$ cat src/rtl/hybrid_branch_predictor_if.sv
// Fetch-side lookup and EX-side resolve channels of the hybrid branch predictor.
// The master drives fetch PCs and resolved branches; the predictor is the slave.
interface hybrid_branch_predictor_if #(
  parameter int XLEN     = 32,
  parameter int GHR_BITS = 6
);
  logic                lookup_valid;
  logic [XLEN-1:0]     lookup_pc;
  logic                pred_hit;
  logic                pred_taken;
  logic [XLEN-1:0]     pred_target;
  logic [GHR_BITS-1:0] pred_ghr;

  logic                upd_valid;
  logic                upd_cond;
  logic [XLEN-1:0]     upd_pc;
  logic [GHR_BITS-1:0] upd_ghr;
  logic                upd_taken;
  logic [XLEN-1:0]     upd_target;

  modport master (
    output lookup_valid, lookup_pc,
    output upd_valid, upd_cond, upd_pc, upd_ghr, upd_taken, upd_target,
    input  pred_hit, pred_taken, pred_target, pred_ghr
  );

  modport slave (
    input  lookup_valid, lookup_pc,
    input  upd_valid, upd_cond, upd_pc, upd_ghr, upd_taken, upd_target,
    output pred_hit, pred_taken, pred_target, pred_ghr
  );
endinterface

$ cat src/rtl/hybrid_branch_predictor.sv
// Tournament predictor: bimodal + gshare PHTs with a per-PC chooser, plus a
// direct-mapped BTB. Lookup is combinational; training happens at resolve.
module hybrid_branch_predictor #(
  parameter int XLEN     = 32,
  parameter int PHT_LOG2 = 6,
  parameter int GHR_BITS = 6,
  parameter int BTB_LOG2 = 4
) (
  input  logic                    clk,
  input  logic                    rst,
  hybrid_branch_predictor_if.slave bp
);
  localparam int PHT_N = 1 << PHT_LOG2;
  localparam int BTB_N = 1 << BTB_LOG2;
  localparam int TAG_W = XLEN - BTB_LOG2 - 2;

  typedef logic [1:0] ctr_t;

  ctr_t [PHT_N-1:0]                loc_q, gsh_q, cho_q;
  logic [BTB_N-1:0]                btb_vld_q;
  logic [BTB_N-1:0][TAG_W-1:0]     btb_tag_q;
  logic [BTB_N-1:0][XLEN-1:0]      btb_tgt_q;
  logic [GHR_BITS-1:0]             ghr_q, ghr_d;

  function automatic ctr_t ctr_step(ctr_t c, logic up);
    if (up) return (c == 2'b11) ? c : c + 2'd1;
    else    return (c == 2'b00) ? c : c - 2'd1;
  endfunction

  // Lookup path
  logic [PHT_LOG2-1:0] l_lidx, l_gidx;
  logic [BTB_LOG2-1:0] l_bidx;
  logic [TAG_W-1:0]    l_tag;
  logic                l_dir;

  assign l_lidx = bp.lookup_pc[PHT_LOG2+1:2];
  assign l_gidx = l_lidx ^ PHT_LOG2'(ghr_q);
  assign l_bidx = bp.lookup_pc[BTB_LOG2+1:2];
  assign l_tag  = bp.lookup_pc[XLEN-1:BTB_LOG2+2];
  assign l_dir  = cho_q[l_lidx][1] ? gsh_q[l_gidx][1] : loc_q[l_lidx][1];

  assign bp.pred_hit    = bp.lookup_valid & ~rst & btb_vld_q[l_bidx] &
                          (btb_tag_q[l_bidx] == l_tag);
  assign bp.pred_taken  = bp.pred_hit & l_dir;
  assign bp.pred_target = bp.pred_taken ? btb_tgt_q[l_bidx] : bp.lookup_pc + XLEN'(4);
  assign bp.pred_ghr    = ghr_q;

  // Update path: gshare is indexed with the history seen at lookup time
  logic [PHT_LOG2-1:0] u_lidx, u_gidx;
  logic [BTB_LOG2-1:0] u_bidx;
  logic [TAG_W-1:0]    u_tag;
  logic                u_lmsb, u_gmsb;
  logic                unused_upd_pc_lsb;

  assign u_lidx = bp.upd_pc[PHT_LOG2+1:2];
  assign u_gidx = u_lidx ^ PHT_LOG2'(bp.upd_ghr);
  assign u_bidx = bp.upd_pc[BTB_LOG2+1:2];
  assign u_tag  = bp.upd_pc[XLEN-1:BTB_LOG2+2];
  assign u_lmsb = loc_q[u_lidx][1];
  assign u_gmsb = gsh_q[u_gidx][1];
  assign ghr_d  = GHR_BITS'({ghr_q, bp.upd_taken});
  assign unused_upd_pc_lsb = ^bp.upd_pc[1:0];

  always_ff @(posedge clk) begin
    if (rst) begin
      loc_q     <= {PHT_N{2'b01}};
      gsh_q     <= {PHT_N{2'b01}};
      cho_q     <= {PHT_N{2'b01}};
      btb_vld_q <= '0;
      btb_tag_q <= '0;
      btb_tgt_q <= '0;
      ghr_q     <= '0;
    end else if (bp.upd_valid) begin
      if (bp.upd_cond) begin
        loc_q[u_lidx] <= ctr_step(loc_q[u_lidx], bp.upd_taken);
        gsh_q[u_gidx] <= ctr_step(gsh_q[u_gidx], bp.upd_taken);
        // Chooser only learns when the two components disagreed
        if (u_lmsb != u_gmsb)
          cho_q[u_lidx] <= ctr_step(cho_q[u_lidx], u_gmsb == bp.upd_taken);
        ghr_q <= ghr_d;
      end
      if (bp.upd_taken) begin
        btb_vld_q[u_bidx] <= 1'b1;
        btb_tag_q[u_bidx] <= u_tag;
        btb_tgt_q[u_bidx] <= bp.upd_target;
      end
    end
  end
endmodule

$ cat src/flat_wrapper.sv
// flat-port wrapper written by rule: the top's interface ports become plain ports
module hybrid_branch_predictor_flat 
#(
  parameter int XLEN     = 32,
  parameter int PHT_LOG2 = 6,
  parameter int GHR_BITS = 6,
  parameter int BTB_LOG2 = 4
)
  (clk, rst, bp_lookup_valid, bp_lookup_pc, bp_upd_valid, bp_upd_cond, bp_upd_pc, bp_upd_ghr, bp_upd_taken, bp_upd_target, bp_pred_hit, bp_pred_taken, bp_pred_target, bp_pred_ghr);
  hybrid_branch_predictor_if #(.XLEN(XLEN), .GHR_BITS(GHR_BITS)) bp_i ();
  input  logic clk;
  input  logic rst;
  input wire logic [$bits(bp_i.lookup_valid)-1:0] bp_lookup_valid;
  input wire logic [$bits(bp_i.lookup_pc)-1:0] bp_lookup_pc;
  input wire logic [$bits(bp_i.upd_valid)-1:0] bp_upd_valid;
  input wire logic [$bits(bp_i.upd_cond)-1:0] bp_upd_cond;
  input wire logic [$bits(bp_i.upd_pc)-1:0] bp_upd_pc;
  input wire logic [$bits(bp_i.upd_ghr)-1:0] bp_upd_ghr;
  input wire logic [$bits(bp_i.upd_taken)-1:0] bp_upd_taken;
  input wire logic [$bits(bp_i.upd_target)-1:0] bp_upd_target;
  output wire logic [$bits(bp_i.pred_hit)-1:0] bp_pred_hit;
  output wire logic [$bits(bp_i.pred_taken)-1:0] bp_pred_taken;
  output wire logic [$bits(bp_i.pred_target)-1:0] bp_pred_target;
  output wire logic [$bits(bp_i.pred_ghr)-1:0] bp_pred_ghr;
  assign bp_i.lookup_valid = bp_lookup_valid;
  assign bp_i.lookup_pc = bp_lookup_pc;
  assign bp_i.upd_valid = bp_upd_valid;
  assign bp_i.upd_cond = bp_upd_cond;
  assign bp_i.upd_pc = bp_upd_pc;
  assign bp_i.upd_ghr = bp_upd_ghr;
  assign bp_i.upd_taken = bp_upd_taken;
  assign bp_i.upd_target = bp_upd_target;
  assign bp_pred_hit = bp_i.pred_hit;
  assign bp_pred_taken = bp_i.pred_taken;
  assign bp_pred_target = bp_i.pred_target;
  assign bp_pred_ghr = bp_i.pred_ghr;
  hybrid_branch_predictor #(.XLEN(XLEN), .PHT_LOG2(PHT_LOG2), .GHR_BITS(GHR_BITS), .BTB_LOG2(BTB_LOG2)) u_core (.clk(clk), .rst(rst), .bp(bp_i));
endmodule
$ cat config.mk
export PLATFORM = sky130hd
export DESIGN_NAME = hybrid_branch_predictor_flat
export DESIGN_NICKNAME = d
export VERILOG_FILES = /design/src/rtl/hybrid_branch_predictor_if.sv /design/src/rtl/hybrid_branch_predictor.sv /design/src/flat_wrapper.sv
export SDC_FILE = /design/constraint.sdc
export NUM_CORES = 2
export LEC_CHECK = 0
export ABC_AREA = 1
export CAP_MARGIN = 15
export CORE_ASPECT_RATIO = 1.75
export CORE_MARGIN = 2
export CORE_UTILIZATION = 42
export DETAILED_ROUTE_END_ITERATION = 7
export HOLD_SLACK_MARGIN = 0.05
export PLACE_DENSITY_LB_ADDON = 0.05
export SYNTH_ARGS = -nofsm -noshare
export SYNTH_HDL_FRONTEND = slang
export SYNTH_SLANG_ARGS = --single-unit
$ cat constraint.sdc
create_clock -name clk -period 3 [get_ports clk]
set_input_delay 0.3 -clock clk [delete_from_list [all_inputs] [get_ports clk]]
set_output_delay 0.3 -clock clk [all_outputs]
set_load 0.05 [all_outputs]
Word-level counts from Yosys, hierarchy flattened. Index checks and enable logic that the tools add are counted.

Bits of input ports: 108. Bits in registers: 1334. Output and inout port bits: 40.

Muxes and demuxes: 54. $add $sub $neg: 7. Eq/ne operators: 6. Bitwise logic cells: 8. Reduce and logical (&&, ||, !) cells: 9. Magnitude comparators: 9.

Operators with widths (number): $bwmux 512 (1); $bwmux 416 (1); $bwmux 128 (3); $bmux 32 s4 (1); $demux 32 s4 (1); $bmux 26 s4 (1); $demux 26 s4 (1); $mux 32 (3); $bmux 2 s6 (6); $mux 2 (27); $mux 26 (2); $add 32x3->32 const B (1); $lt 6x7->1 const B (4); $eq 26x26->1 (1); $demux 2 s6 (2); $or 16x16->16 (1); $ge 6x1->1 const B (2); $xor 6x6->6 (2); $lt 4x5->1 const B (2); $add 2x1->2 const B (3); $eq 2x2->1 const B (3); $logic_not 2->1 (3); $sub 2x1->2 const B (3); $and 1x1->1 (4); 10 further kinds (15).

Depth between registers and ports, before layout.
Word-level depth: 10. Mapped depth: 21.

Worst setup path before layout. No wires, ideal clock.

Kind: flip-flop to output port. Start point: register u_core.ghr_q[1] (netlist: u_core.bp.pred_ghr[1]). End point: output bp_pred_target[22]. Setup slack: 0.038 ns. Path buffers: 2. Data arrival time: 2.662 ns. Stages on the path, launching flop included: 14. Data required time: 2.700 ns. Cells stage by stage: dfxtp_1 -> xor2_1 -> buf_2 -> o211ai_1 -> nand3_1 -> nand3_1 -> nand3_1 -> nand3_1 -> nand2_1 -> nand2_2 -> nand3_2 -> buf_2 -> nand2_1 -> nand2_1.

Longest elaborated chain between the ends: 6.

Ends and longest elaborated chain: from (decl) (RTL line hybrid_branch_predictor.sv:23) `logic [GHR_BITS-1:0] ghr_q, ghr_d;`; from (signal assigned) (RTL line hybrid_branch_predictor.sv:80) `ghr_q <= ghr_d;`; $xor 6x6->6 (RTL line hybrid_branch_predictor.sv:37) `assign l_gidx = l_lidx ^ PHT_LOG2'(ghr_q);`; $bmux 2 s6 (RTL line hybrid_branch_predictor.sv:40) `assign l_dir = cho_q[l_lidx][1] ? gsh_q[l_gidx][1] : loc_q[l_lidx][1];`; $mux 2 (not written as such) (RTL line hybrid_branch_predictor.sv:40); $mux 1 (RTL line hybrid_branch_predictor.sv:40); $and 1x1->1 (RTL line hybrid_branch_predictor.sv:44) `assign bp.pred_taken = bp.pred_hit & l_dir;`; $mux 32 (RTL line hybrid_branch_predictor.sv:45) `assign bp.pred_target = bp.pred_taken ? btb_tgt_q[l_bidx] : bp.lookup_pc + XLEN'(4);`; to (decl) (RTL line flat_wrapper.sv:23) `output wire logic [$bits(bp_i.pred_target)-1:0] bp_pred_target;`.

No other way between the ends. The select of a mux whose other input is x is not followed.

Worst setup path after layout.
Start point: input bp_lookup_pc[5]. End point: output bp_pred_target[4].

Longest elaborated chain between the ends: 6. Elaborated cells on any way between the ends: 19. Classes of those cells: eq/ne (1); mux (14); bitwise (4).

Ends and longest elaborated chain: from (decl) (RTL line flat_wrapper.sv:14) `input wire logic [$bits(bp_i.lookup_pc)-1:0] bp_lookup_pc;`; $bmux 26 s4, or another cell as far along (RTL line hybrid_branch_predictor.sv:43) `(btb_tag_q[l_bidx] == l_tag);`; $mux 26 (not written as such), or another cell as far along (RTL line hybrid_branch_predictor.sv:43); $eq 26x26->1, or another cell as far along (RTL line hybrid_branch_predictor.sv:43); $and 1x1->1 / $mux 1 (equally long branches) (RTL line hybrid_branch_predictor.sv:42, hybrid_branch_predictor.sv:40); $and 1x1->1 (RTL line hybrid_branch_predictor.sv:44); $mux 32 (*) (RTL line hybrid_branch_predictor.sv:45).

Mark *: on every way between the ends. The rest lies on a longest branch, timed or not. The select of a mux whose other input is x is not followed.

==> metrics.txt <==
worst endpoint required time=2.70 ns; Global Route Usage Sum=34.6%; DRC violation total after the first TritonRoute iteration=around 5,600; multiplexer area fraction after synthesis=0%; worst setup path class=input port to primary output; Final Worst Setup Slack=-0.648 ns; combinational family with the most area after synthesis=simple AND/OR/NAND/NOR gates; max-slew violations=0; post-synthesis share of cell area spent on xor and xnor gates=0.550%; unrepaired setup endpoints after global routing=yes; final-report setup violation count=34; fraction of the mapped netlist area in compound gates=between 20% and 30%; antenna viol nets, final=0; Hold WC Path Type=input port to register; routed via count=between 60,000 and 70,000; TritonCTS clock tree=done; synthesis-to-finish area growth=23.4%; cell row count=188; fraction of the mapped netlist area in adder cells=less than 1%; GRT Residual Overflow=0; Avg Cell Area, Syn=about 6.6 µm²; HPWL Detailed=between 150 and 200 mm; synthesized netlist cell count=about 9,600; Final Critical Period=around 3.6 ns; number of buffers created by CTS=136; number of iterations in the first detailed-routing pass=6; I/O pin count=around 150; VDD IR-drop max=0.610 mV; slew at the pin with the worst max-slew slack=1.03 ns; Final Net Count=between 9,000 and 10,000; Clock Tree Root=sky130_fd_sc_hd__clkbuf_16; antenna violations before repair=20; number of H-tree levels=4; synthesized-area fraction occupied by and/or/nand/nor cells=24.4%; average wire per cell in the routed design=22.9 µm; leakage=31.3 nW; final cell count without fillers=~12,000; sort of element at the end of the critical path=primary output; result of the run=complete, but fails checks; final number of hold-violating endpoints=0; clock insertion delay at the later pin of the skew report=around 0.80 ns; effective utilization at floorplan=between 40% and 50%; cell count after placement=11,700; number of warnings reported in the yosys synthesis log=0; width of the die=298 µm; FMAX=between 200 and 300 MHz; Synth Cell Area=63,500 µm²; maxcap violations=0; vias in the first global route=63,300; wire length of the first global-routing pass=408 mm; count of unique library cells instantiated by Yosys=40; kind of start point of the critical path=input port; die footprint=154,000 µm²; CTS Sinks=1,334; detailed-route vias per instance=5.56; Tcrit/Tclk final=122%; number of remaining DRC errors=0; routability-driven placement congestion ratio=0.976; power density over the cells=between 500 and 600 nW/µm²; flop and latch count out of synthesis=1,334; deepest clock path buffer count=3; Post-CTS Hold Buffers=0; worst endpoint data arrival time=3.35 ns; worst hold slack after final layout=0.185 ns; final setup skew=between 0.03 and 0.04 ns; share of cells above drive strength 1=12.6%; largest net degree at the start of global routing=110; maximum net fanout on the critical path=6; quantity of I/O buffers inserted on ports=around 150; Syn Nets=9,717; register area share after synthesis=between 40% and 50%; Routed Wire Length=about 270 mm; worst rel slew slack=around a third; vertical extent of the die=518 µm; post-layout total power=about 42 mW; area of the core=between 150,000 and 200,000 µm²; Clock Pin Slew Worst Setup and Hold Paths=0.06 ns; violations in the final reports=negative setup slack
==> cell families (layout without fill, tap and decap cells) <==
family,count (synthesis),count (layout)
AOI/OAI and AO/OA,2847,2847
xor gates and xnor gates,39,39
adders and majority gates,1,1
buffers and inverters,1553,1936
DFF,1334,1334
other,0,10
and+or+nand+nor,3834,3835
==> what timing repair did <==
action	4_1_cts	5_1_grt
setup buffers	22	2
endpoints found under the setup margin	34	217
gates resized for setup	116	174
gates cloned	7	3
endpoints found under the hold margin	0	0
pin swaps	51	63
==> layout by cell type (no fill, tap or decap), types with 10 or more instances in the layout <==
cell                              Yosys  routed
sky130_fd_sc_hd__a21oi_1            921     921
sky130_fd_sc_hd__a22oi_1             68      68
sky130_fd_sc_hd__buf_12               0     192
sky130_fd_sc_hd__buf_4               20     557
sky130_fd_sc_hd__buf_6                4      26
sky130_fd_sc_hd__buf_8                0      27
sky130_fd_sc_hd__clkbuf_1           560      22
sky130_fd_sc_hd__clkbuf_16            0     143
sky130_fd_sc_hd__clkbuf_8             0      34
sky130_fd_sc_hd__clkdlybuf4s50_1      0     107
sky130_fd_sc_hd__clkinv_2             0      31
sky130_fd_sc_hd__dfxtp_1           1334    1328
sky130_fd_sc_hd__diode_2              0      10
sky130_fd_sc_hd__inv_1              745     729
sky130_fd_sc_hd__inv_2               15      24
sky130_fd_sc_hd__nand2_1           1426    1332
sky130_fd_sc_hd__nand2_2             11      59
sky130_fd_sc_hd__nand2_4              1      47
sky130_fd_sc_hd__nand3_1            532     494
sky130_fd_sc_hd__nand3_2              3      33
sky130_fd_sc_hd__nand4_1            111     111
sky130_fd_sc_hd__nor2_1            1715    1698
sky130_fd_sc_hd__nor2_2               5      15
sky130_fd_sc_hd__nor3_1              13      12
sky130_fd_sc_hd__o211ai_1           142     142
sky130_fd_sc_hd__o21ai_0           1637    1623
sky130_fd_sc_hd__o21ai_1             38      49
sky130_fd_sc_hd__o22ai_1             35      35
sky130_fd_sc_hd__xor2_1              28      28
==> registers in the layout, summed over array words and instances, names as in the netlist <==
register / flops
u_core.btb_tgt_q: 512
u_core.btb_tag_q: 416
u_core.cho_q: 128
u_core.gsh_q: 128
u_core.loc_q: 128
u_core.btb_vld_q: 16
u_core.bp.pred_ghr: 6
==> worst paths after layout <==
kind / depth (start not counted) / from / end / slack (ns)
hold / removal: 4 / rst / u_core.btb_tag_q[286] / 0.18
hold reg to reg: 2 / u_core.btb_tag_q[24] / u_core.btb_tag_q[24] / 0.44
setup / recovery: 21 / bp_lookup_pc[5] / bp_pred_target[4] / -0.65
setup reg to reg: 18 / u_core.gsh_q[119] / u_core.cho_q[34] / 0.49
==> synth_stat cells, drive strengths merged <==
cell type | number | area (µm²)
a21o | 3 | 22.5
a21oi | 922 | 4620
a22oi | 68 | 510
a32oi | 1 | 8.76
and2 | 1 | 6.26
buf | 216 | 1110
clkbuf | 560 | 2100
clkinv | 16 | 60.1
dfxtp | 1334 | 26700
ha | 1 | 12.5
inv | 761 | 2860
nand2 | 1438 | 5430
nand3 | 535 | 2690
nand3b | 5 | 37.5
nand4 | 112 | 707
nor2 | 1720 | 6470
nor3 | 15 | 85.1
nor4 | 2 | 12.5
o211ai | 142 | 1070
o21ai | 1675 | 8380
o21bai | 1 | 7.51
o22ai | 35 | 219
or2 | 6 | 37.5
xnor2 | 10 | 87.6
xor2 | 29 | 262
==> stage by stage <==
step	area (µm²)	setup TNS (ns)	utilization, %	setup slack, ns
global placement	72300	-257.28	48.2	-0.909
finish	78300	-19.04	52.2	-0.648
CTS	77700	-18.95	51.8	-0.638
floorplan	63500	0	-	0.0383
detailed placement	72300	-249.88	48.2	-0.870
global route	78300	-23.53	52.2	-0.773
==> power by group <==
part	switching (mW)	internal (mW)
clock network	7.73	10.2
registers	0.0852	17.9
logic	4.16	2.21
==> critical path, cell delays in order <==
cell and delay (ns):
sky130_fd_sc_hd__clkdlybuf4s50_1 0.47, sky130_fd_sc_hd__buf_6 0.15, sky130_fd_sc_hd__inv_4 0.06, sky130_fd_sc_hd__nor2_4 0.13
sky130_fd_sc_hd__buf_4 0.13, sky130_fd_sc_hd__bufbuf_16 0.28, sky130_fd_sc_hd__nand2_1 0.07, sky130_fd_sc_hd__nand2_2 0.13
sky130_fd_sc_hd__inv_2 0.06, sky130_fd_sc_hd__nand2_1 0.05, sky130_fd_sc_hd__nand2_1 0.06, sky130_fd_sc_hd__nand2_2 0.12
sky130_fd_sc_hd__nand2_2 0.09, sky130_fd_sc_hd__nor2_2 0.13, sky130_fd_sc_hd__nand3_2 0.09, sky130_fd_sc_hd__nor2_4 0.15
sky130_fd_sc_hd__buf_6 0.17, sky130_fd_sc_hd__buf_6 0.14, sky130_fd_sc_hd__nand4_1 0.22, sky130_fd_sc_hd__nand2_4 0.16
sky130_fd_sc_hd__buf_8 0.15
==> layer usage <==
layer	global-route usage, %	up-vias	routed length, µm
met5	0	-	37
met4	20.7	6	18300
met3	4.71	739	15100
met2	60.8	2378	136000
met1	39.6	31500	105000
li1	-	32100	-
==> final cells by class <==
type                            instances  area (µm²)
Antenna cell                           10        25.0
Clock buffer                          197        4080
Clock inverter                         44         512
Fill cell                           15200       71700
Inverter                              777        2970
Multi-Input combinational cell       6722       31500
Sequential cell                      1334       26700
Tap cell                             1995        2500
Timing Repair Buffer                  918       10000
(Power assumes the default switching activity.)
